$ cat config.mk
export PLATFORM = sky130hd
export DESIGN_NAME = alu_serial_ctrl
export DESIGN_NICKNAME = d
export VERILOG_FILES = /design/src/rtl/alu_serial_ctrl.sv
export SDC_FILE = /design/constraint.sdc
export NUM_CORES = 1
export LEC_CHECK = 0
export ABC_AREA = 1
export BUFFER_PORTS_ARGS = -buffer_cell sky130_fd_sc_hd__buf_2
export CORE_MARGIN = 1.5
export CORE_UTILIZATION = 36
export DETAILED_ROUTE_END_ITERATION = 6
export HOLD_SLACK_MARGIN = 0.06
export SLEW_MARGIN = 20
export SYNTH_ARGS = -nofsm -noshare
export SYNTH_HDL_FRONTEND = slang
export SYNTH_SLANG_ARGS = --single-unit
$ cat constraint.sdc
create_clock -name clk -period 1.29 [get_ports clk]
set_input_delay 0.1935 -clock clk [delete_from_list [all_inputs] [get_ports clk]]
set_output_delay 0.1935 -clock clk [all_outputs]
set_load 0.005 [all_outputs]
$ cat src/rtl/alu_serial_ctrl.sv
// alu_serial_ctrl: bit-serial sequencer driving a 1-bit ALU slice LSB first, feeding carry back each clock
module alu_serial_ctrl #(
  parameter int WIDTH = 8,
  parameter int CNT_W = $clog2(WIDTH)
) (
  input  logic             clk,
  input  logic             rst,
  input  logic             start,
  input  logic [WIDTH-1:0] a,
  input  logic [WIDTH-1:0] b,
  input  logic [3:0]       s,
  input  logic             m,
  input  logic             cin,
  output logic             busy,
  output logic             done,
  output logic [WIDTH-1:0] result,
  output logic             cout,
  output logic             sl_a,
  output logic             sl_b,
  output logic [3:0]       sl_s,
  output logic             sl_m,
  output logic             sl_cin,
  input  logic             sl_do,
  input  logic             sl_co
);
  typedef enum logic [1:0] {IDLE, SHIFT, DONE} state_t;
  state_t state, state_nx;
  logic [WIDTH-1:0] a_sh, b_sh, acc, acc_nx;
  logic [3:0] s_q;
  logic m_q, carry_q, carry_nx, last, in_shift;
  logic [CNT_W-1:0] bit_cnt;
  assign in_shift = state == SHIFT;
  assign last = bit_cnt == CNT_W'(WIDTH - 1);
  assign acc_nx = {sl_do, acc[WIDTH-1:1]};
  // logic mode freezes the carry chain so the latched cin is reported as cout
  assign carry_nx = m_q ? carry_q : sl_co;
  always_ff @(posedge clk) begin
    if (rst) begin
      state   <= IDLE;
      a_sh    <= '0;
      b_sh    <= '0;
      acc     <= '0;
      s_q     <= '0;
      m_q     <= 1'b0;
      carry_q <= 1'b0;
      bit_cnt <= '0;
      result  <= '0;
      cout    <= 1'b0;
    end else begin
      state <= state_nx;
      if (state == IDLE && start) begin
        a_sh    <= a;
        b_sh    <= b;
        s_q     <= s;
        m_q     <= m;
        carry_q <= cin;
        bit_cnt <= '0;
        acc     <= '0;
      end else if (in_shift) begin
        acc     <= acc_nx;
        a_sh    <= a_sh >> 1;
        b_sh    <= b_sh >> 1;
        carry_q <= carry_nx;
        bit_cnt <= bit_cnt + 1'b1;
        if (last) begin
          result <= acc_nx;
          cout   <= carry_nx;
        end
      end
    end
  end
  always_comb begin
    state_nx = state;
    busy     = 1'b0;
    done     = 1'b0;
    sl_a     = 1'b0;
    sl_b     = 1'b0;
    sl_s     = '0;
    sl_m     = 1'b0;
    sl_cin   = 1'b0;
    state_nx = state == IDLE  ? (start ? SHIFT : IDLE) :
               state == SHIFT ? (last ? DONE : SHIFT) : IDLE;
    busy     = state != IDLE;
    done     = state == DONE;
    sl_a     = in_shift & a_sh[0];
    sl_b     = in_shift & b_sh[0];
    sl_s     = in_shift ? s_q : 4'b0;
    sl_m     = in_shift & m_q;
    sl_cin   = in_shift & carry_q;
  end
endmodule

==> impl_metrics.json <==
{
  "cts_tree": "built",
  "fill_cells": 494,
  "min_from": "sl_do",
  "hold_depth": 3,
  "gr-total-overflow": 0,
  "grt_pass1_vias": 1567,
  "synthTopCellsByCount": "nand2_1, nor2_1, dfxtp_1",
  "wl_per_cell_um": 10.6,
  "clock_latency_ns": 0.29,
  "core_area_um2": 4850,
  "drc_errors": 0,
  "yosysMostFrequentCell": "nand2_1",
  "dr.pass1.iters": 4,
  "nets": 368,
  "critPathLaunch": "state[1]",
  "drv_cap": 0,
  "clkPwrFrac": 0.339,
  "yosysSeqAreaShare": 0.463,
  "vias_per_cell": 4.37,
  "finalWirelength_mm": 4.32,
  "min_period_ns": 1.30,
  "multiInputGateArea_um2": 868,
  "dieArea_um2": 5610,
  "grt_max_degree": 19,
  "hold_violations": 0,
  "grt_pass1_wl_mm": 6.90,
  "synthCells": 274,
  "power_frac_seq": 0.511,
  "netlist.area_leader.share": 0.463,
  "htree_levels": 2,
  "syn2layout_area_growth_pct": 33.4,
  "rsz0062_at_grt": "true",
  "n_antenna_cell": 0,
  "fin_crit_sh": 1.01,
  "ir_drop_mv": 0.721,
  "io_pins": 46,
  "place_worst_setup_slack_ns": -0.0768,
  "synth_top_cells_by_area": "dfxtp_1, nand2_1, nor2_1",
  "synth_area_um2": 1860,
  "ant_nets": 0,
  "combPwrFrac": 0.149,
  "clk_pin_slew_worst_paths_ns": 0.08,
  "yosysUniqueCellTypes": 21,
  "vias": 1777,
  "violations": "negative setup slack",
  "register_area_um2": 870,
  "fmax_ghz": 0.767,
  "die_w_um": 74.9,
  "synth_ff_type": "dfxtp_1",
  "tightest_slew_ns": 0.419,
  "synth_edf_count": 0,
  "setup_viol": 6,
  "die_h_um": 74.9,
  "p_int_mw": 2.06,
  "initial_core_util": 0.384,
  "crit_type": "reg -> out",
  "syn_avg_cell_area_um2": 6.79,
  "hp-class": "in -> reg",
  "fp-row-count": 25,
  "setup_ws_ns": -0.0131,
  "antenna_found_initial": 0,
  "p_leak_nw": 1.29,
  "cts_inserted_buffers": 5,
  "clock_path_buffers": 2,
  "yosysTopAreaCell": "dfxtp_1",
  "required_ns": 1.10,
  "maxSlewHeadroom": 0.720,
  "powerDensity_nw_per_um2": 1110,
  "gp_congestion": 0.733,
  "crit_arrival_ns": 1.11,
  "ys_seq_elements": 43,
  "grt_util_all_layers": 0.163,
  "synthesis.nets": 303,
  "critPathMaxFanout": 7,
  "port-buffer-count": 45,
  "switchingPower_mw": 0.705,
  "fin_worst_skew_ns": 0.00370,
  "status": "finished with violations",
  "slew_violations": 0,
  "cts-root-buf": "clkbuf_8",
  "first_iter_violations": 113,
  "async_flop_share": 0,
  "clock-sinks": 43,
  "drive_gt1_frac": 0.294,
  "rr_startpoint": "bit_cnt[0]",
  "ys_warn_count": 0,
  "hold_slack_ns": 0.110,
  "worstRegToRegCells": 7,
  "dpl.hpwl_mm": 2.97,
  "endpoint_kind": "output port",
  "swShare": 0.255,
  "cp-start-kind": "register"
}
==> flip-flops by register name, summed over array words and instances (netlist names), 2 cells and up <==
name / flops
a_sh: 8
b_sh: 8
result: 8
acc: 7
s_q: 4
bit_cnt: 3
state: 2
==> cells by family after synthesis <==
family	count (synthesis)	synth area share
simple gates	168	0.365
flops	43	0.463
buf+inv	40	0.0962
compound gates	20	0.0578
fa+ha+maj	2	0.0134
xor+xnor	1	0.00471
==> timing repair <==
item                                   in CTS  in global routing
hold buffers                                0                  0
endpoints found under the hold margin       0                  0
pin swaps                                   0                  0
gates resized for setup                    16                 17
buffers inserted                            4                  3
setup endpoints to repair                  18                 18
==> layer usage <==
| layer | wire (um) | track usage | vias up |
|---|---|---|---|
| li1 | - | - | 966 |
| met1 | 2050 | 0.204 | 774 |
| met2 | 2070 | 0.276 | 33 |
| met3 | 165 | 0.0321 | 4 |
| met4 | 36 | 0.0606 | 0 |
| met5 | 0 | 0 | - |
==> critical path: stages (launching register included) <==
cell and delay [ns]:
dfxtp_4 0.37, inv_4 0.06, nand2_4 0.07, buf_8 0.14, nor2_1 0.07, buf_2 0.11
==> worst paths after layout <==
path	end	slack [ns]
hold reg to reg	result[6]	0.46
hold / removal	result[7]	0.11
setup / recovery	sl_s[1]	-0.01
setup reg to reg	cout	0.08
==> layout by cell type, fill, tap and decap left out, types with 2 or more instances in the layout <==
cell type and n:
inv_4 2, clkbuf_8 7, nor2_1 45, buf_2 44, a21oi_1 12, inv_2 3
dfxtp_4 2, nand2_2 2, dfxtp_1 40, nor2_4 5, buf_8 2, nor2_2 5
nand3_1 22, o21ai_0 5, inv_1 24, nand2_1 87, buf_6 3, buf_4 19
==> layout make-up <==
cell class / instances / share of cell area
clock buffer: 8 / 0.0403
timing repair buffer: 69 / 0.180
inverter: 29 / 0.0459
sequential: 43 / 0.350
tap: 67 / 0.0338
multi-input combinational: 191 / 0.350
==> power groups by stage <==
| stage | clock network, mW | registers, mW | logic (mW) |
|---|---|---|---|
| 2_1_floorplan | 0 | 1.44 | 0.226 |
| 6_report | 0.938 | 1.41 | 0.413 |
| 3_3_place_gp | 0 | 1.44 | 0.358 |
| 3_5_place_dp | 0 | 1.44 | 0.360 |
| 5_1_grt | 1.02 | 1.42 | 0.463 |
| 4_1_cts | 0.951 | 1.41 | 0.390 |
==> per-stage QoR <==
step                power, mW  cell area, um2   util  std cells  setup TNS (ns)
floorplan                1.66            1860      -        274               0
global placement         1.80            2240  0.462        392          -0.113
detailed placement       1.80            2240  0.462        392          -0.499
CTS                      2.75            2410  0.498        404          -0.122
global route             2.90            2480  0.512        407          -0.611
finish                   2.76            2480  0.512        407         -0.0361
(Power assumes the default switching activity.)
